===== src/rtl/ex_mem_stage_pkg.sv =====
// Shared definitions for the EX/MEM pipeline stage: access-size encodings,
// big-endian byte-enable constants and the registered stage payload.
package ex_mem_stage_pkg;

  // Access size as seen by the data-memory port.
  typedef enum logic [1:0] {
    SIZE_WORD = 2'b00,
    SIZE_HALF = 2'b01,
    SIZE_BYTE = 2'b10
  } mem_size_e;

  // Byte enables, bit 3 is the byte at address offset 0 (big-endian).
  localparam logic [3:0] BE_NONE  = 4'b0000;
  localparam logic [3:0] BE_WORD  = 4'b1111;
  localparam logic [3:0] BE_HALF0 = 4'b1100;
  localparam logic [3:0] BE_HALF2 = 4'b0011;
  localparam logic [3:0] BE_BYTE0 = 4'b1000;
  localparam logic [3:0] BE_BYTE1 = 4'b0100;
  localparam logic [3:0] BE_BYTE2 = 4'b0010;
  localparam logic [3:0] BE_BYTE3 = 4'b0001;

  // Everything the stage carries from EX into MEM.
  typedef struct packed {
    logic [31:0] alu_result;
    logic [31:0] store_data;
    logic [3:0]  byte_en;
    logic [4:0]  rt_rd;
    logic        reg_write;
    logic        mem_to_reg;
    logic        mem_read;
    logic        mem_write;
    logic        mem_byte;
    logic        mem_half;
    logic        mem_sign_ext;
    logic        addr_err_load;
    logic        addr_err_store;
  } ex_mem_t;

  // Byte wins when both size bits are set; neither means word.
  function automatic mem_size_e decode_size(input logic mem_byte, input logic mem_half);
    mem_size_e size;
    if (mem_byte) begin
      size = SIZE_BYTE;
    end else if (mem_half) begin
      size = SIZE_HALF;
    end else begin
      size = SIZE_WORD;
    end
    return size;
  endfunction

endpackage


===== src/rtl/ex_mem_stage_mem_align.sv =====
// Combinational memory-access alignment: byte enables, lane-replicated store
// data and address-error detection from the low address bits and access size.
module mem_align
  import ex_mem_stage_pkg::*;
(
  input  logic [1:0]  addr_off_i,
  input  logic        mem_byte_i,
  input  logic        mem_half_i,
  input  logic        mem_read_i,
  input  logic        mem_write_i,
  input  logic [31:0] rt_data_i,
  output logic [3:0]  byte_en_o,
  output logic [31:0] store_data_o,
  output logic        addr_err_load_o,
  output logic        addr_err_store_o
);

  mem_size_e   size_s;
  logic        aligned_s;
  logic        access_s;
  logic [3:0]  lane_be_s;

  assign size_s   = decode_size(mem_byte_i, mem_half_i);
  assign access_s = mem_read_i | mem_write_i;

  // Per-size alignment check, lane selection and store-data replication.
  always_comb begin
    aligned_s    = 1'b1;
    lane_be_s    = BE_NONE;
    store_data_o = rt_data_i;
    case (size_s)
      SIZE_BYTE: begin
        store_data_o = {4{rt_data_i[7:0]}};
        case (addr_off_i)
          2'b00:   lane_be_s = BE_BYTE0;
          2'b01:   lane_be_s = BE_BYTE1;
          2'b10:   lane_be_s = BE_BYTE2;
          2'b11:   lane_be_s = BE_BYTE3;
          default: lane_be_s = BE_NONE;
        endcase
      end
      SIZE_HALF: begin
        store_data_o = {2{rt_data_i[15:0]}};
        aligned_s    = (addr_off_i[0] == 1'b0);
        if (addr_off_i[1]) begin
          lane_be_s = BE_HALF2;
        end else begin
          lane_be_s = BE_HALF0;
        end
      end
      SIZE_WORD: begin
        aligned_s = (addr_off_i == 2'b00);
        lane_be_s = BE_WORD;
      end
      default: begin
        aligned_s = 1'b1;
        lane_be_s = BE_NONE;
      end
    endcase
  end

  // Enables only reach the memory for an aligned load or store.
  always_comb begin
    if (access_s && aligned_s) begin
      byte_en_o = lane_be_s;
    end else begin
      byte_en_o = BE_NONE;
    end
  end

  assign addr_err_load_o  = mem_read_i  & ~aligned_s;
  assign addr_err_store_o = mem_write_i & ~aligned_s;

endmodule


===== src/rtl/ex_mem_stage.sv =====
// EX/MEM pipeline register. Captures the execute result plus memory and
// writeback controls, with hold (M_Stall), bubble (EX_Stall/EX_Flush) and
// misaligned-access suppression. All outputs come straight from flops.
module ex_mem_stage
  import ex_mem_stage_pkg::*;
(
  input  logic        clock,
  input  logic        reset,
  input  logic        EX_Stall,
  input  logic        EX_Flush,
  input  logic        M_Stall,
  input  logic [31:0] EX_ALUResult,
  input  logic [31:0] EX_RtData,
  input  logic [4:0]  EX_RtRd,
  input  logic        EX_RegWrite,
  input  logic        EX_MemtoReg,
  input  logic        EX_MemRead,
  input  logic        EX_MemWrite,
  input  logic        EX_MemByte,
  input  logic        EX_MemHalf,
  input  logic        EX_MemSignExtend,
  output logic [31:0] M_ALUResult,
  output logic [31:0] M_StoreData,
  output logic [3:0]  M_ByteEn,
  output logic [4:0]  M_RtRd,
  output logic        M_RegWrite,
  output logic        M_MemtoReg,
  output logic        M_MemRead,
  output logic        M_MemWrite,
  output logic        M_MemByte,
  output logic        M_MemHalf,
  output logic        M_MemSignExtend,
  output logic        M_AddrErrLoad,
  output logic        M_AddrErrStore
);

  ex_mem_t     stage_d;
  ex_mem_t     stage_q;
  logic [3:0]  byte_en_s;
  logic [31:0] store_data_s;
  logic        err_load_s;
  logic        err_store_s;
  logic        access_err_s;

  mem_align u_mem_align (
    .addr_off_i      (EX_ALUResult[1:0]),
    .mem_byte_i      (EX_MemByte),
    .mem_half_i      (EX_MemHalf),
    .mem_read_i      (EX_MemRead),
    .mem_write_i     (EX_MemWrite),
    .rt_data_i       (EX_RtData),
    .byte_en_o       (byte_en_s),
    .store_data_o    (store_data_s),
    .addr_err_load_o (err_load_s),
    .addr_err_store_o(err_store_s)
  );

  assign access_err_s = err_load_s | err_store_s;

  // Next-state selection: hold under M_Stall, bubble on EX stall/flush, else capture.
  always_comb begin
    stage_d = stage_q;
    if (M_Stall) begin
      stage_d = stage_q;
    end else if (EX_Stall || EX_Flush) begin
      // Bubble kills side effects but keeps data, index and size fields.
      stage_d.reg_write      = 1'b0;
      stage_d.mem_to_reg     = 1'b0;
      stage_d.mem_read       = 1'b0;
      stage_d.mem_write      = 1'b0;
      stage_d.byte_en        = BE_NONE;
      stage_d.addr_err_load  = 1'b0;
      stage_d.addr_err_store = 1'b0;
    end else begin
      // A faulting access keeps its address for BadVAddr but has no side effects.
      stage_d.alu_result     = EX_ALUResult;
      stage_d.store_data     = store_data_s;
      stage_d.byte_en        = byte_en_s;
      stage_d.rt_rd          = EX_RtRd;
      stage_d.reg_write      = EX_RegWrite & ~access_err_s;
      stage_d.mem_to_reg     = EX_MemtoReg;
      stage_d.mem_read       = EX_MemRead & ~access_err_s;
      stage_d.mem_write      = EX_MemWrite & ~access_err_s;
      stage_d.mem_byte       = EX_MemByte;
      stage_d.mem_half       = EX_MemHalf;
      stage_d.mem_sign_ext   = EX_MemSignExtend;
      stage_d.addr_err_load  = err_load_s;
      stage_d.addr_err_store = err_store_s;
    end
  end

  // Stage register with synchronous reset taking priority over everything.
  always_ff @(posedge clock) begin
    if (reset) begin
      stage_q <= '0;
    end else begin
      stage_q <= stage_d;
    end
  end

  assign M_ALUResult     = stage_q.alu_result;
  assign M_StoreData     = stage_q.store_data;
  assign M_ByteEn        = stage_q.byte_en;
  assign M_RtRd          = stage_q.rt_rd;
  assign M_RegWrite      = stage_q.reg_write;
  assign M_MemtoReg      = stage_q.mem_to_reg;
  assign M_MemRead       = stage_q.mem_read;
  assign M_MemWrite      = stage_q.mem_write;
  assign M_MemByte       = stage_q.mem_byte;
  assign M_MemHalf       = stage_q.mem_half;
  assign M_MemSignExtend = stage_q.mem_sign_ext;
  assign M_AddrErrLoad   = stage_q.addr_err_load;
  assign M_AddrErrStore  = stage_q.addr_err_store;

endmodule


===== config.mk =====
export PLATFORM = sky130hd
export DESIGN_NAME = ex_mem_stage
export DESIGN_NICKNAME = d
export VERILOG_FILES = /design/src/rtl/ex_mem_stage_pkg.sv /design/src/rtl/ex_mem_stage_mem_align.sv /design/src/rtl/ex_mem_stage.sv
export SDC_FILE = /design/constraint.sdc
export NUM_CORES = 1
export LEC_CHECK = 0
export CAP_MARGIN = 20
export CORE_UTILIZATION = 37
export CTS_BUF_LIST = sky130_fd_sc_hd__clkbuf_8
export DETAILED_ROUTE_END_ITERATION = 7
export PLACE_DENSITY = 0.84
export SYNTH_ARGS = -nofsm -noshare
export SYNTH_HDL_FRONTEND = slang
export SYNTH_SLANG_ARGS = --single-unit

===== constraint.sdc =====
create_clock -name clock -period 1.4 [get_ports clock]
set_clock_uncertainty 0.15 [all_clocks]
set_input_delay 0.28 -clock clock [delete_from_list [all_inputs] [get_ports clock]]
set_output_delay 0.28 -clock clock [all_outputs]
set_load 0.005 [all_outputs]

==> summary.txt, run 1 <==
Global routing
  • Total grt overflow: 0
  • Pin count of the biggest net entering global routing: 49
  • Global-route wire length before repair: 16100 microns
  • Number of global-route vias before repair: 3314
  • Antenna violations before repair: 0
  • Gr usage total: 23.0%

Synth
  • Post-synthesis simple-gate area fraction: 19.8%
  • Post-Synth XOR/XNOR Area: 0.807%
  • EDFF count, synth: 0
  • Mapped Area: 3250 sq um
  • Top cells by area, synth: dfxtp_1 (50%), nand2_1 (14%), a21oi_1 (8.9%)
  • Top cell type's share of synthesized area: 50.4%
  • Post-synthesis cell type count: 29
  • Syn avg cell area: 8.26 sq um
  • Async S/R FF share, synth: 0%
  • Post-synthesis compound-gate area fraction: 19.2%
  • Dominant cell type by area after synthesis: dfxtp_1
  • Most common flop cell mapped by yosys: dfxtp_1
  • Syn Inst Count: 394
  • Synth Net Count: 475
  • Mux share of post-synthesis cell area: 5.23%
  • FF+latch count, synth: 82
  • Largest family of logic cells by synthesized area: simple AND/OR/NAND/NOR gates
  • Seq/Total Area, Yosys: 50.4%
  • Adder-cell share of the synthesized area: 0%
  • Synth Warn #: 0

Clocking
  • Deepest clock path buffer count: 2
  • Clock sink count: 82
  • H-tree depth: 3
  • TritonCTS clock tree: yes
  • Clock buffer count from CTS: 9
  • Root buffer cell: clkbuf_8
  • Post-CTS Hold Buffers: 0
  • Clock Latency Late Sink: 340 ps
  • Clock-pin slew on the worst setup and hold paths: 80 ps

Timing
  • Final setup viols: 0
  • Max_slew headroom: 79.3%
  • Maximum operating frequency: 0.720 GHz
  • Final min period: 1390 ps
  • Fin crit share: 99.2%
  • Slew @ Worst Pin: 311 ps
  • Final slew viol count: 0
  • Hold Vio Cnt, Final: 0
  • Final WS setup: 11.7 ps
  • RSZ-0062 raised after global routing: yes

Die
  • Cell Rows: 33
  • Die Y: 95.8 microns
  • Initial Util: 38.8%
  • Die W: 95.8 microns
  • DIE AREA: 9170 sq um
  • Core area: 8380 sq um
  • I/O Pins: 163

Worst setup path
  • Startpoint Class: input pin
  • CP top delay family: simple AND/OR/NAND/NOR gates
  • RR Startpoint: M_StoreData[9]
  • WP data required: 1510 ps
  • Most used cell, CP: or3_4
  • Worst reg2reg path depth: 2
  • Flop2flop setup slack: 520 ps
  • Critical R2R Capture: M_StoreData[9]
  • Critical Path AT: 1500 ps
  • Endpoint class of the critical path: flip-flop
  • WP buf/inv: 1
  • Delay of the slowest cell on the worst path: 420 ps
  • Critical path class: input pin to flip-flop
  • CP max stage cell: or3_4
  • CP Max Fanout: 4
  • CP cell instances: clkdlybuf4s15_1 -> or3_4 -> or3_4 -> o31ai_2

Layout
  • Most common cell after layout, fill and taps aside: nand2_1
  • Ant. Diodes: 0
  • Most frequent cells in the layout: nand2_1 (120), clkdlybuf4s50_1 (74), dlygate4sd2_1 (63)
  • Layout cells sized above 1: 20.1%
  • Layout area overhead: 69.9%
  • Post-route insts no fill: 687
  • Nets: 658

Placed design
  • Port Buffer Count: 162
  • Placed Cells: 661
  • Worst setup slack after placement: -582 ps
  • Routability congestion estimate: 0.816
  • Post-detail-place hpwl: 7330 microns

Hold path
  • Hold path cells: 3
  • Hold endpoint: M_ByteEn[2]
  • Hold crit path type: input pin to flip-flop
  • Hold Startpoint: reset

Pwr
  • PwrDens: 957 nW/um^2
  • LEAKAGE: 2.35 nW
  • Peak supply drop: 0.549 mV

Run
  • Maxcap violations: 0

Detailed routing
  • Vias/cell: 5.02
  • Total number of vias: 3449
  • Wire length per cell: 15.2 microns
  • Initial DRT Pass Iterations: 4
  • Post-DRT Antenna Nets: 0
  • Initial DRC Count: 146
  • DR DRC count: 0
  • Total Routed Length: 10400 microns

Status
  • Status: finished, final reports clean
[worst max-delay path by stage]
stage                     startpoint         endpoint  slack, ps  cells past startpoint
after floorplan              M_Stall      M_ByteEn[1]        -50                      3
after global placement       M_Stall      M_ByteEn[2]       -520                      4
after detailed placement     M_Stall        M_RtRd[1]       -580                      7
after CTS                   EX_Stall  M_StoreData[23]          1                      7
after global routing        EX_Flush       M_RegWrite        -20                      7
final                       EX_Flush      M_ByteEn[2]         10                      4
[cell type report]
| cell class | instances | area [sq um] |
|---|---|---|
| flip-flops and latches | 82 | 1680 |
| repair buffers | 206 | 1990 |
| well taps | 105 | 131 |
| clock buffers | 9 | 124 |
| fillers | 723 | 2850 |
| multi-input cells | 278 | 1490 |
| clock inverters | 7 | 109 |
[metal layers]
metal | share of wire (%) | global-route usage (%) | wire length, microns | vias to the layer above
li1 | - | - | - | 1695
met1 | 41 | 26.6 | 4250 | 1606
met2 | 49 | 41.1 | 5150 | 129
met3 | 7.8 | 6.24 | 818 | 19
met4 | 1.9 | 7.46 | 200 | 0
met5 | 0 | 0 | 0 | -
[metrics by stage]
| stage | hold WS (ps) | util (%) | total power, mW | instance area (sq um) | setup TNS [ps] |
|---|---|---|---|---|---|
| finish | 194 | 66.0 | 5.29 | 5530 | 0 |
| global route | 206 | 66.0 | 5.53 | 5530 | -36.7 |
| CTS | 185 | 65.7 | 5.32 | 5500 | 0 |
| detailed placement | 299 | 61.3 | 3.33 | 5140 | -40900 |
| global placement | 292 | 61.3 | 3.31 | 5140 | -39090 |
| floorplan | 266 | - | 2.80 | 3260 | -707 |
[power breakdown]
part           total, mW  leakage (nW)  switching [mW]  internal, mW
sequential          2.46         0.683          0.0420          2.42
clock               2.00         0.124           0.834          1.17
combinational      0.826          1.54           0.339         0.487
total               5.29          2.35            1.21          4.08
[cells in the mapped netlist, types with 4 or more instances]
master	count
mux2_2	8
nand2b_1	8
a21oi_1	58
mux2i_1	8
o211ai_1	8
buf_2	16
o22ai_1	4
clkbuf_1	17
a211oi_1	9
o21ai_0	8
dfxtp_1	82
nand2_1	120
a311oi_1	8
nor2_1	19
[logic make-up (layout without fill, tap and decap cells)]
group | Yosys count | in the layout
compound gates | 103 | 103
flops | 82 | 82
simple gates | 156 | 156
buf+inv | 34 | 222
mux | 16 | 16
xor+xnor | 3 | 3
[registers in the layout (all words and copies together) (netlist names)]
| register | count |
|---|---|
| M_MemWrite | 1 |
| M_MemHalf | 1 |
| M_StoreData | 32 |
| M_MemSignExtend | 1 |
| M_AddrErrLoad | 1 |
| M_ALUResult | 32 |
| M_RtRd | 5 |
| M_ByteEn | 4 |
| M_RegWrite | 1 |
| M_MemByte | 1 |
| M_MemRead | 1 |
| M_MemtoReg | 1 |
| M_AddrErrStore | 1 |
[worst reg2reg max path, delay by kind of cell, from the launching register on]
kind	cells	cell delay [ps]
AOI/OAI and AO/OA	1	240
and+or+nand+nor	1	50
DFF	1	350
[timing repair]
action,in CTS,in global routing
gates cloned,3,0
endpoints found under the setup margin,164,55
buffers inserted,6,1
resized for setup,133,30
pin swaps,7,4
Power figures use the tool's default switching activity.
==> run 2: changes to the inputs <==
--- a/config.mk
+++ b/config.mk
@@ -10,6 +10,7 @@
 export CTS_BUF_LIST = sky130_fd_sc_hd__clkbuf_8
 export DETAILED_ROUTE_END_ITERATION = 7
 export PLACE_DENSITY = 0.84
+export RECOVER_POWER = 100
 export SYNTH_ARGS = -nofsm -noshare
 export SYNTH_HDL_FRONTEND = slang
 export SYNTH_SLANG_ARGS = --single-unit
==> run 2 against run 1 <==
Compared with the run above: die area unchanged; register-to-register slack about the same; clock power about the same; cell count unchanged; hold slack about the same; count of clock-buffer cells in the layout unchanged; non-clock buffer count unchanged; sequential share of layout area unchanged; setup slack about the same; power about the same; global-route usage unchanged; fmax about the same; critical path type unchanged; largest power group unchanged.
==> summary.txt, run 2 (synthesized netlist as in run 1, its figures left out) <==
Detailed routing
  • Routed met1 length: 4270 microns
  • Top layer in use: met4
  • Initial DRT Pass Iterations: 4
  • Total Routed Length: 10400 microns
  • DR DRC count: 0
  • Wire length per cell: 15.2 microns
  • Initial DRC Count: 146
  • Total number of vias: 3453
  • Vias/cell: 5.03
  • Post-DRT Antenna Nets: 0
  • Met3 wire len: 814 microns
  • Metal2 WL: 5140 microns

Hold path
  • Hold Startpoint: reset
  • Hold endpoint: M_ByteEn[2]
  • Hold crit path type: input pin to flip-flop
  • Hold path cells: 3

Worst setup path
  • Worst reg2reg path depth: 2
  • Endpoint class of the critical path: flip-flop
  • CP cell instances: clkdlybuf4s15_1 -> or3_4 -> or3_4 -> o31ai_2
  • CP Max Fanout: 4
  • Delay of the slowest cell on the worst path: 420 ps
  • Critical path class: input pin to flip-flop
  • Startpoint Class: input pin
  • Flop2flop setup slack: 520 ps
  • Critical R2R Capture: M_StoreData[9]
  • CP max stage cell: or3_4
  • Most used cell, CP: or3_4
  • WP data required: 1510 ps
  • Critical Path AT: 1500 ps
  • RR Startpoint: M_StoreData[9]

Global routing
  • Total grt overflow: 0
  • Gr usage total: 23.0%
  • Pin count of the biggest net entering global routing: 49
  • Global-route wire length before repair: 16100 microns
  • Antenna violations before repair: 0
  • Number of global-route vias before repair: 3314

Layout
  • Ant. Diodes: 0
  • Nets: 658
  • Layout area overhead: 69.9%
  • Fin area: 5530 sq um
  • Final Util: 66.0%
  • Post-route insts no fill: 687
  • Most frequent cells in the layout: nand2_1 (120), clkdlybuf4s50_1 (74), dlygate4sd2_1 (63)
  • Layout cells sized above 1: 20.1%
  • Most common cell after layout, fill and taps aside: nand2_1

Timing
  • Max_slew headroom: 79.2%
  • Fin crit share: 99.2%
  • Maximum operating frequency: 0.720 GHz
  • Hold Vio Cnt, Final: 0
  • RSZ-0062 raised after global routing: yes
  • Final slew viol count: 0
  • Slew @ Worst Pin: 311 ps
  • Final setup viols: 0
  • Final min period: 1390 ps
  • TNS Setup: 0 ps
  • Worst hold slack: 194 ps

Clocking
  • Clock-pin slew on the worst setup and hold paths: 80 ps
  • H-tree depth: 3
  • Root buffer cell: clkbuf_8
  • Clock buffer count from CTS: 9
  • TritonCTS clock tree: yes
  • Clock Latency Late Sink: 340 ps
  • Clock sink count: 82
  • Deepest clock path buffer count: 2
  • Post-CTS Hold Buffers: 0

Placed design
  • Placement Cell Area: 5140 sq um
  • Post-detail-place hpwl: 7330 microns
  • Placed Cells: 661
  • Routability congestion estimate: 0.816
  • Port Buffer Count: 162

Die
  • Die W: 95.8 microns
  • I/O Pins: 163
  • Die Y: 95.8 microns
  • DIE AREA: 9170 sq um
  • Core area: 8380 sq um
  • Cell Rows: 33
  • Initial Util: 38.8%

Pwr
  • Peak supply drop: 0.549 mV
  • LEAKAGE: 2.35 nW
  • PwrDens: 957 nW/um^2

Status
  • Status: finished, final reports clean

Run
  • Maxcap violations: 0
## run 2: worst max path at each step
stage,slack (ps),start,to,depth (start not counted)
finish,10,EX_Flush,M_ByteEn[2],4
global route,-20,EX_Flush,M_RegWrite,7
CTS,1,EX_Stall,M_StoreData[23],7
detailed placement,-580,M_Stall,M_RtRd[1],7
global placement,-520,M_Stall,M_ByteEn[2],4
floorplan,-50,M_Stall,M_ByteEn[1],3
## run 2: routing by layer
metal,up-vias,global-route usage [%]
li1,1695,-
met1,1610,26.6
met2,129,41.1
met3,19,6.24
met4,0,7.46
met5,-,0
## run 2: power breakdown
group / total (mW) / switching, mW / leakage (nW) / internal (mW)
combinational: 0.826 / 0.339 / 1.54 / 0.487
clock: 2.00 / 0.833 / 0.124 / 1.17
sequential: 2.46 / 0.0420 / 0.683 / 2.42
total: 5.29 / 1.21 / 2.35 / 4.08
## run 2: layout make-up
cell class	count	area, sq um
sequential	82	1680
timing repair buffer	206	1990
multi-input combinational	278	1490
clock buffer	9	124
fill	723	2850
clock inverter	7	109
tap	105	131
## run 2: metrics by stage
| step | total power [mW] | setup WS, ps |
|---|---|---|
| 3_5_place_dp | 3.33 | -582 |
| 4_1_cts | 5.32 | 1.08 |
| 6_report | 5.29 | 11.7 |
| 3_3_place_gp | 3.31 | -520 |
| 5_1_grt | 5.53 | -17.3 |
| 2_1_floorplan | 2.80 | -50.8 |
## run 2: timing repair
action / in CTS / in global routing
gates cloned: 3 / 0
endpoints found under the setup margin: 164 / 55
gates resized for setup: 133 / 30
setup buffers: 6 / 1
pin swaps: 7 / 4
## run 2: critical path, delay by kind of cell
kind            cells  cell delay, ps
compound gates      1             230
buf+inv             1             180
simple gates        2             810
==> run 3: changes to the inputs <==
--- a/config.mk
+++ b/config.mk
@@ -6,10 +6,11 @@
 export NUM_CORES = 1
 export LEC_CHECK = 0
 export CAP_MARGIN = 20
-export CORE_UTILIZATION = 37
+export CORE_UTILIZATION = 40
 export CTS_BUF_LIST = sky130_fd_sc_hd__clkbuf_8
 export DETAILED_ROUTE_END_ITERATION = 7
-export PLACE_DENSITY = 0.84
+export DONT_BUFFER_PORTS = 1
+export PLACE_DENSITY = 0.62
 export RECOVER_POWER = 100
 export SYNTH_ARGS = -nofsm -noshare
 export SYNTH_HDL_FRONTEND = slang
==> run 3 against run 2 <==
Compared with the run above: register-to-register slack worse by 490 ps; hold slack lost 340 ps; largest power group unchanged; count of clock-buffer cells in the layout is the same; core utilization down 20 points; sequential share of layout area increased by 16 points; the run now ends with hold timing left; critical path type is now flip-flop to flip-flop; cell count is 29% lower; die area decreased by 7.3%; highest routed layer unchanged; sequential cell count unchanged.
==> summary.txt, run 3 (synthesized netlist as in run 1, its figures left out) <==
Worst setup path
  • Delay of the slowest cell on the worst path: 550 ps
  • CP Max Fanout: 2
  • WP data required: 1490 ps
  • CP top delay family: buffers and inverters
  • Startpoint Class: flip-flop
  • Flop2flop setup slack: 30 ps
  • CP max stage cell: dlygate4sd3_1
  • CP cell instances: a22oi_2 -> nor2_1 -> dlygate4sd3_1
  • WP buf/inv: 1
  • Critical Path Start: M_MemtoReg
  • Endpoint class of the critical path: flip-flop
  • RR Startpoint: M_MemtoReg
  • Critical path class: flip-flop to flip-flop
  • Critical Path AT: 1450 ps

Detailed routing
  • Total number of vias: 2685
  • Total Routed Length: 8690 microns
  • DR DRC count: 0
  • Post-DRT Antenna Nets: 0
  • Initial DRC Count: 100
  • Wire length per cell: 17.7 microns
  • Initial DRT Pass Iterations: 4
  • Vias/cell: 5.48

Placed design
  • Worst setup slack after placement: -119 ps
  • Routability congestion estimate: 0.776
  • Port Buffer Count: 0
  • Post-detail-place hpwl: 5420 microns

Timing
  • Slew @ Worst Pin: 647 ps
  • Fin crit share: 97.6%
  • Final slew viol count: 0
  • Worst hold slack: -146 ps
  • Final WS setup: 33.5 ps
  • Hold Vio Cnt, Final: 79
  • Maximum operating frequency: 0.732 GHz
  • Max_slew headroom: 56.9%
  • TNS Setup: 0 ps
  • Final setup viols: 0
  • Final min period: 1370 ps

Pwr
  • Comb power frac: 6.3%
  • P_int: 3.39 mW
  • Flop pwr share: 55.1%
  • Net Switching: 1.11 mW
  • Peak supply drop: 0.500 mV
  • Sw Ratio: 24.7%
  • Total chip power: 4.50 mW
  • LEAKAGE: 1.19 nW
  • Clock power frac: 38.5%
  • PwrDens: 1260 nW/um^2

Status
  • Failing checks: hold timing
  • Status: complete, but fails checks

Layout
  • Most frequent cells in the layout: nand2_1 (120), dfxtp_1 (81), a21oi_1 (58)
  • Most common cell after layout, fill and taps aside: nand2_1
  • Layout area overhead: 9.69%
  • Final Util: 45.7%
  • Nets: 464
  • Layout cells sized above 1: 9.79%
  • Ant. Diodes: 0

Die
  • DIE AREA: 8500 sq um
  • Die Y: 92.2 microns
  • Initial Util: 41.7%
  • Die W: 92.2 microns
  • Core area: 7810 sq um
  • I/O Pins: 163
  • Cell Rows: 32

Clocking
  • Clock sink count: 82
  • Clock buffer count from CTS: 9
  • Clock Latency Late Sink: 340 ps
  • Deepest clock path buffer count: 2
  • H-tree depth: 3
  • Root buffer cell: clkbuf_8
  • TritonCTS clock tree: yes
  • Post-CTS Hold Buffers: 4
  • Clock-pin slew on the worst setup and hold paths: 90 ps

Global routing
  • Number of global-route vias before repair: 2571
  • Pin count of the biggest net entering global routing: 84
  • Global-route wire length before repair: 13000 microns
  • Total grt overflow: 0
  • Antenna violations before repair: 0
  • Gr usage total: 19.7%

Hold path
  • Hold crit path type: input pin to flip-flop
  • Hold Startpoint: reset

Run
  • Maxcap violations: 0
[run 3: changes by cell type in the layout (fill, tap and decap cells not counted), moves of 3 or more]
cell / before / now
clkbuf_2: 4 / 0
buf_4: 30 / 5
dlygate4sd2_1: 63 / 0
dlygate4sd3_1: 0 / 3
clkdlybuf4s15_1: 18 / 0
dfxtp_1: 48 / 81
clkdlybuf4s50_1: 74 / 0
buf_6: 7 / 0
bufbuf_16: 3 / 0
dfxtp_2: 34 / 1
[run 3: final cells by class]
cell class | instances | area (sq um)
tap | 102 | 128
sequential | 82 | 1640
clock buffer | 9 | 124
fill | 799 | 4240
timing repair buffer | 12 | 130
multi-input combinational | 278 | 1470
clock inverter | 7 | 78.8
[run 3: per-layer routing]
| metal | track usage (%) | vias up | part of all wire, % | wire (microns) |
|---|---|---|---|---|
| met4 | 8.85 | 0 | 1.0 | 88 |
| met3 | 7.79 | 6 | 9.3 | 810 |
| li1 | - | 1304 | - | - |
| met1 | 23.9 | 1265 | 44 | 3780 |
| met5 | 0 | - | 0 | 0 |
| met2 | 30.5 | 110 | 46 | 4010 |
[run 3: final timing paths]
check | cells after the start | to
max | 3 | M_MemtoReg
min | 1 | M_ALUResult[14]
max reg2reg | 3 | M_MemtoReg
min reg2reg | 2 | M_ALUResult[31]
[run 3: stage by stage]
step,area (sq um),cells
global placement,3300,468
detailed placement,3300,468
floorplan,3260,394
CTS,3540,488
global route,3570,490
finish,3570,490
[run 3: power groups by stage]
stage | combinational (mW) | clock (mW) | sequential [mW]
2_1_floorplan | 0.283 | 0 | 2.51
3_3_place_gp | 0.253 | 0 | 2.54
3_5_place_dp | 0.263 | 0 | 2.54
4_1_cts | 0.277 | 1.79 | 2.48
5_1_grt | 0.321 | 1.90 | 2.49
6_report | 0.285 | 1.74 | 2.48
[run 3: repair_timing]
action                                 CTS  global route
setup endpoints to repair                0             2
setup buffers                            0             1
gates resized for setup                  0             3
endpoints found under the hold margin   82            81
